`config.mk`:
```
export PLATFORM = sky130hd
export DESIGN_NAME = serial_add_ctrl
export DESIGN_NICKNAME = d
export VERILOG_FILES = /design/src/rtl/serial_add_ctrl_pkg.sv /design/src/rtl/serial_add_ctrl_bit_adder_cell.sv /design/src/rtl/serial_add_ctrl.sv
export SDC_FILE = /design/constraint.sdc
export NUM_CORES = 1
export LEC_CHECK = 0
export CORE_ASPECT_RATIO = 2
export CORE_MARGIN = 4
export CORE_UTILIZATION = 47
export CTS_CLUSTER_DIAMETER = 150
export DETAILED_ROUTE_END_ITERATION = 7
export GPL_TIMING_DRIVEN = 1
export PLACE_DENSITY = 0.8
export SYNTH_ARGS = -nofsm -noshare
export SYNTH_HDL_FRONTEND = slang
export SYNTH_SLANG_ARGS = --single-unit
```
`constraint.sdc`:
```
create_clock -name clk -period 3.2 [get_ports clk]
set_input_delay 0.48 -clock clk [delete_from_list [all_inputs] [get_ports clk]]
set_output_delay 0.48 -clock clk [all_outputs]
set_load 0.05 [all_outputs]
```
`src/rtl/serial_add_ctrl_pkg.sv`:
```
// Shared definitions for the bit-serial add/subtract controller:
// FSM state encoding and the op input encoding.
package serial_add_ctrl_pkg;

   typedef enum logic [1:0] {
      IDLE = 2'd0,
      RUN  = 2'd1,
      DONE = 2'd2
   } state_t;

   localparam logic OP_ADD = 1'b0;
   localparam logic OP_SUB = 1'b1;

endpackage

```
`src/rtl/serial_add_ctrl_bit_adder_cell.sv`:
```
// Single 1-bit full adder; the controller reuses this one cell for every bit position.
module bit_adder_cell (
   input  logic a,
   input  logic b,
   input  logic cin,
   output logic s,
   output logic cout
);

   assign s    = a ^ b ^ cin;
   assign cout = (a & b) | (a & cin) | (b & cin);

endmodule

```
`src/rtl/serial_add_ctrl.sv`:
```
// Bit-serial adder/subtractor: one full-adder cell, LSB first, one bit per clock.
// Subtract is a + ~b + 1, so cout = 1 means no borrow.
// Optional feature: define SERIAL_ADD_OVF_EN to keep the MSB carry-in register
// and report signed overflow; otherwise ovf is tied to 0.
module serial_add_ctrl
   import serial_add_ctrl_pkg::*;
#(
   parameter int WIDTH = 8
) (
   input  logic             clk,
   input  logic             rst,
   input  logic             start,
   input  logic             op,
   input  logic [WIDTH-1:0] a,
   input  logic [WIDTH-1:0] b,
   input  logic             cin,
   output logic             busy,
   output logic             done,
   output logic [WIDTH-1:0] sum,
   output logic             cout,
   output logic             ovf
);

   localparam int CNT_W = $clog2(WIDTH + 1);
   localparam logic [CNT_W-1:0] LAST_BIT = CNT_W'(WIDTH - 1);
   localparam logic [CNT_W-1:0] ALL_BITS = CNT_W'(WIDTH);

   state_t           state;
   logic [CNT_W-1:0] cnt;
   logic [WIDTH-1:0] a_sh;
   logic [WIDTH-1:0] b_sh;
   logic [WIDTH-1:0] res;
   logic             carry;
   logic             cell_s;
   logic             cell_cout;

`ifdef SERIAL_ADD_OVF_EN
   logic             msb_cin;
   logic             ovf_q;

   assign ovf = ovf_q;
`else
   assign ovf = 1'b0;
`endif

   bit_adder_cell u_cell (
      .a    (a_sh[0]),
      .b    (b_sh[0]),
      .cin  (carry),
      .s    (cell_s),
      .cout (cell_cout)
   );

   // Controller: accepts work in IDLE/DONE, shifts one bit per RUN cycle, then one
   // extra RUN cycle (counter == WIDTH) publishes the result into the output registers.
   always_ff @(posedge clk) begin
      if (rst) begin
         state <= IDLE;
         cnt   <= '0;
         carry <= 1'b0;
         a_sh  <= '0;
         b_sh  <= '0;
         res   <= '0;
         busy  <= 1'b0;
         done  <= 1'b0;
         sum   <= '0;
         cout  <= 1'b0;
`ifdef SERIAL_ADD_OVF_EN
         msb_cin <= 1'b0;
         ovf_q   <= 1'b0;
`endif
      end else begin
         case (state)
            IDLE, DONE: begin
               done <= 1'b0;
               if (start) begin
                  a_sh  <= a;
                  b_sh  <= (op == OP_ADD) ? b : ~b;
                  carry <= (op == OP_ADD) ? cin : 1'b1;
                  cnt   <= '0;
                  busy  <= 1'b1;
                  state <= RUN;
               end else begin
                  busy  <= 1'b0;
                  state <= IDLE;
               end
            end
            RUN: begin
               if (cnt == ALL_BITS) begin
                  sum   <= res;
                  cout  <= carry;
`ifdef SERIAL_ADD_OVF_EN
                  ovf_q <= msb_cin ^ carry;
`endif
                  done  <= 1'b1;
                  state <= DONE;
               end else begin
                  res   <= {cell_s, res[WIDTH-1:1]};
                  a_sh  <= {1'b0, a_sh[WIDTH-1:1]};
                  b_sh  <= {1'b0, b_sh[WIDTH-1:1]};
                  carry <= cell_cout;
`ifdef SERIAL_ADD_OVF_EN
                  if (cnt == LAST_BIT) begin
                     msb_cin <= carry;
                  end
`endif
                  cnt   <= cnt + CNT_W'(1);
               end
            end
            default: begin
               busy  <= 1'b0;
               done  <= 1'b0;
               state <= IDLE;
            end
         endcase
      end
   end

endmodule

```
==> qor.csv <==
metric;value;unit
status;completed;
critPathKind;reg2reg;
drtIter0Drc;25;
tns;0;ns
wl_per_cell;12.5;µm
dp.cells;278;
drcViolationCount;0;
fmax;512;MHz
ant_nets;0;
grt_pass1_vias;1355;
fp.dieH;96.2;µm
worst_slew_pin_slew;0.667;ns
coreArea;3680;µm²
grt_max_degree;43;
power;1040;µW
rsz0062_at_grt;false;
cts.reportedPaths.clkPinSlew;0.07;ns
hold_buffers;0;
initial_core_util;49.6;%
syn_nets;233;
worstSkewPairLatency;0.29;ns
die_area;5010;µm²
place_area;2140;µm²
p_leak;0.000794;µW
drive_above_1_share;8.47;%
num_antenna_cells;0;
power_density;469;nW/µm²
worstPathMaxFanout;23;
seq_area_frac_synth;46.0;%
postLayoutCellArea;2220;µm²
drt-total-wl;3.57;mm
htree_levels;2;
firstDrtPassIters;4;
root_buffer;clkbuf_8;
min_period;1.95;ns
layout.nets;260;
ys_types;35;
viasPerCell;5.24;
cts.sinks;42;
endpoint_kind;flip-flop;
die_w;52.1;µm
drv_cap;0;
pin_count;33;
cts_tree;done;
hold_class;reg2reg;
grt-ovfl-total;0;
slew_violations;0;
synth_area;1830;µm²
required;3.41;ns
worstPathArrival;2.16;ns
ys.warnings.count;0;
io_buffers;31;
hpwl;2.60;mm
vias;1492;
gp_congestion;0.712;
grt_pass1_wl;5.95;mm
cts_buffer_depth;2;
hold_violations;0;
avgSynthCellArea;8.74;µm²
antenna_found_initial;0;
period_share;61.0;%
cts_made_buffers;5;
std_cell_rows;31;
synthCells;209;
setup_viol;0;
nFillCells;345;
ys_ff_latch;42;
post-cts-setup-buffers;0;
fin_worst_skew;0.00387;ns
ir_worst_vdd;286;µV
slew_headroom;55.6;%
grtUsageTotal;16.1;%
startpoint_type;flip-flop;
cts_resized;0;
fin_cells;285;
area_growth;21.5;%
-- synthesized netlist by cell type (all sizes together) --
cell type	number	area, µm²
nand2b	2	12.5
conb	1	3.75
mux2i	9	90.1
nor2	24	109
xnor2	7	61.3
nand3	2	10.0
xor2	1	8.76
nand2	49	184
nand3b	2	18.8
fa	1	20.0
nor2b	2	12.5
a31oi	1	6.26
a21oi	24	124
o211ai	8	60.1
buf	10	65.1
ha	2	25.0
a22oi	1	7.51
nor3	3	15.0
inv	2	7.51
dfxtp	42	841
a311oi	7	86.3
and3b	1	10.0
clkbuf	4	15.0
or3	1	6.26
o21ai	2	21.3
nand4	1	6.26
-- metrics by stage --
stage | util [%] | setup slack (ns) | hold WS, ns
2_1_floorplan | - | 1.66 | 0.432
3_3_place_gp | 58.1 | 1.25 | 0.444
3_5_place_dp | 58.1 | 1.24 | 0.447
4_1_cts | 60.2 | 1.25 | 0.455
5_1_grt | 60.2 | 1.07 | 0.482
6_report | 60.2 | 1.25 | 0.456
-- report_power, final --
group | internal (µW) | leakage [µW] | switching (µW)
clock | 146 | 0.0000438 | 169
sequential | 550 | 0.000343 | 17.3
combinational | 69.2 | 0.000407 | 89.1
total | 765 | 0.000794 | 275
-- area by class of cell --
class	count	area [µm²]	area share, %
Clock inverter	2	10.0	0.451
Timing Repair Buffer	34	333	15.0
Multi-Input combinational cell	151	898	40.5
Clock buffer	5	68.8	3.10
Inverter	2	7.51	0.338
Tap cell	49	61.3	2.76
Sequential cell	42	841	37.9
-- sequential cells by signal, indices dropped and copies added (netlist names) --
name   flops
a_sh       8
b_sh       8
busy       1
carry      1
cnt        4
cout       1
done       1
res        8
state      2
sum        8
-- cells in the final DEF (no fill, tap or decap), types with 4 or more instances in the layout --
master            n
nand2_1          49
dfxtp_1          42
clkdlybuf4s50_1  31
a21oi_1          23
nor2_1           22
mux2i_1           9
o211ai_1          8
xnor2_1           7
clkbuf_8          5
a311oi_2          4
-- path summary, 6_finish.rpt --
check	start	to	slack, ns	cells after the start
setup / recovery	cnt[0]	a_sh[3]	1.25	6
hold / removal	b_sh[4]	b_sh[4]	0.46	2
setup reg to reg	cnt[0]	a_sh[3]	1.25	6
hold reg to reg	b_sh[4]	b_sh[4]	0.46	2
-- routing by layer --
| metal | GRT usage [%] | vias up | share of wire [%] |
|---|---|---|---|
| met2 | 27.9 | 31 | 54 |
| met5 | 0 | - | 0 |
| li1 | - | 761 | - |
| met1 | 16.7 | 688 | 39 |
| met3 | 3.88 | 12 | 4.4 |
| met4 | 10.7 | 0 | 3.4 |
-- kinds of logic after synthesis --
family,Yosys count,share of synthesized area (%)
AO/OA/AOI/OAI,43,16.7
XOR/XNOR,8,3.84
adder cells (fa/ha/maj),3,2.47
buffers and inverters,16,4.79
flip-flops,42,46.0
multiplexers,9,4.93
other,1,0.205
AND/OR/NAND/NOR,87,21.0
-- worst max-delay path, stage by stage, from the launching register on --
cell	delay (ns)
dfxtp_1	0.41
inv_1	0.07
ha_1	0.23
and3b_2	0.27
o21ai_4	0.50
nor2_1	0.12
a311oi_2	0.25
(Power assumes the default switching activity.)
==> RTL edit: new RTL, config.mk and constraints unchanged <==
Change the parameter `WIDTH` from 8 to 4.
--- a/src/rtl/serial_add_ctrl.sv
+++ b/src/rtl/serial_add_ctrl.sv
@@ -5,7 +5,7 @@
 module serial_add_ctrl
    import serial_add_ctrl_pkg::*;
 #(
-   parameter int WIDTH = 8
+   parameter int WIDTH = 4
 ) (
    input  logic             clk,
    input  logic             rst,
Ports: changed (resized a, b and sum); port bits go from 33 to 21. The function was not compared with the original's and may differ.
==> RTL edit against the unedited design <==
Total power fell by 41%; critical path depth is 5 lower; final area decreased by 40%; sequential cell count is 17 lower; worst setup slack improved by 0.063 ns; core utilization down 0.10 points; wire length is 40% lower; synthesized area down 39%; largest power group unchanged; critical path type is now register to primary output; synthesized cell count decreased by 41%; largest cell class unchanged; maximum frequency up 3.3%.
==> RTL edit: results (changes against the unedited design) <==
metric,value,unit,change
grt_pass1_vias,886,,-35%
peakVddDrop,0.000400,V,+40%
first_pass_iters,5,,+1
clk_latency,0.27,ns,-0.02 ns
ys_seq_area_share,44.7,%,-1.3 points
fill_cells,210,,-39%
synthXorXnorAreaFrac,3.91,%,+0.075 points
fin_cells,165,,-42%
worst_pin_slew,0.883,ns,+0.217 ns
final_net_count,156,,-40%
cp_data_arrival_time,1.41,ns,-0.75 ns
diodes,0,,unchanged
preCtsSetupSlack,1.34,ns,+0.0996 ns
wl_per_cell,13.1,um,+4.3%
cp_slowest_cell,clkdlybuf4s50_1,,
syn_area_per_cell,9.03,um2,+3.3%
track_usage,14.6,%,-1.5 points
yosys-top-cells-count,"25 x dfxtp_1, 25 x nand2_1, 12 x a21oi_1, 12 x nor2_1, 5 x mux2i_1",,
cpPeakStageDelay,0.80,ns,+0.30 ns
port_buffers,19,,-39%
place_congestion,0.773,,+8.6%
path_max_fanout,2,,-91%
dp_hpwl,1620,um,-38%
drt_iter0_markers,22,,-12%
grt_max_degree,26,,-40%
htreeDepth,1,,-1
synthTopCellsByArea,"dfxtp_1 45%, nand2_1 8.4%, a21oi_1 5.4%, mux2i_1 4.5%, nor2_1 4.0%",,
cts_buffers,3,,-2
fin_skew,0.00284,ns,-0.00103 ns
cts_root_buffer,clkbuf_8,,
grt_pass1_wl,3710,um,-38%
min_from,b_sh[2],,
synth_compound_area_share,14.4,%,-2.3 points
muxShareOfSynthArea,4.47,%,-0.46 points
synth_fp_nets,140,,-40%
via_count,879,,-41%
synth_cell_types,33,,-5.7%
status,"complete, no violations",,
layout-drive-gt1-share,10.8,%,+2.3 points
crit_start,sum[0],,
yosys.area_share.adder,4.02,%,+1.6 points
critPathTopFamily,buffers and inverters,,
leakagePower,0.514,nW,-35%
[RTL edit: changes by cell type after synthesis, sizes merged, moves of 2 or more]
cell and change:
a21oi -11, a311oi -4, buf -4, clkbuf -2, dfxtp -17, mux2i -4
nand2 -23, nand3b -2, nor2 -10, o211ai -4, xnor2 -4
[RTL edit: cell families (layout without fill, tap and decap cells)]
kind of cell,Yosys count,after routing
flops,25,25
fa+ha+maj,3,3
other cells,1,1
xor+xnor,5,5
compound gates,22,22
buf+inv,10,25
simple gates,53,53
mux,5,5
[RTL edit: path summary, 6_finish.rpt]
| path | end | slack [ns] | cells after the start |
|---|---|---|---|
| worst min register to register | b_sh[2] | 0.46 | 2 |
| worst max register to register | b_sh[0] | 1.46 | 6 |
| worst max-delay path | sum[0] | 1.31 | 1 |
| worst min-delay path | b_sh[2] | 0.46 | 2 |
[RTL edit: power by group]
group	total, mW	switching [mW]	internal, mW	leakage, nW
clock network	0.182	0.0925	0.0890	0.0228
logic	0.0980	0.0543	0.0436	0.287
registers	0.339	0.0122	0.327	0.204
[RTL edit: stage by stage]
step	instance area (um2)	hold slack [ns]	power [mW]
after floorplan	1120	0.432	0.419
after detailed placement	1290	0.448	0.445
after CTS	1340	0.460	0.626
after global routing	1340	0.494	0.652
final	1340	0.459	0.619
after global placement	1290	0.440	0.440
[RTL edit: area by class of cell]
type	count	area (um2)	area share [%]
inverter	2	7.51	0.562
multi-input combinational	89	561	41.9
timing repair buffer	19	190	14.2
sequential	25	500	37.5
tap	26	32.5	2.43
clock buffer	4	45.0	3.37
[RTL edit: per-layer routing]
metal | share of wire [%] | vias to the layer above | track usage (%)
met3 | 3.3 | 7 | 2.81
met1 | 36 | 407 | 14.0
met5 | 0 | - | 0
met4 | 3.2 | 0 | 9.66
li1 | - | 438 | -
met2 | 58 | 27 | 26.8
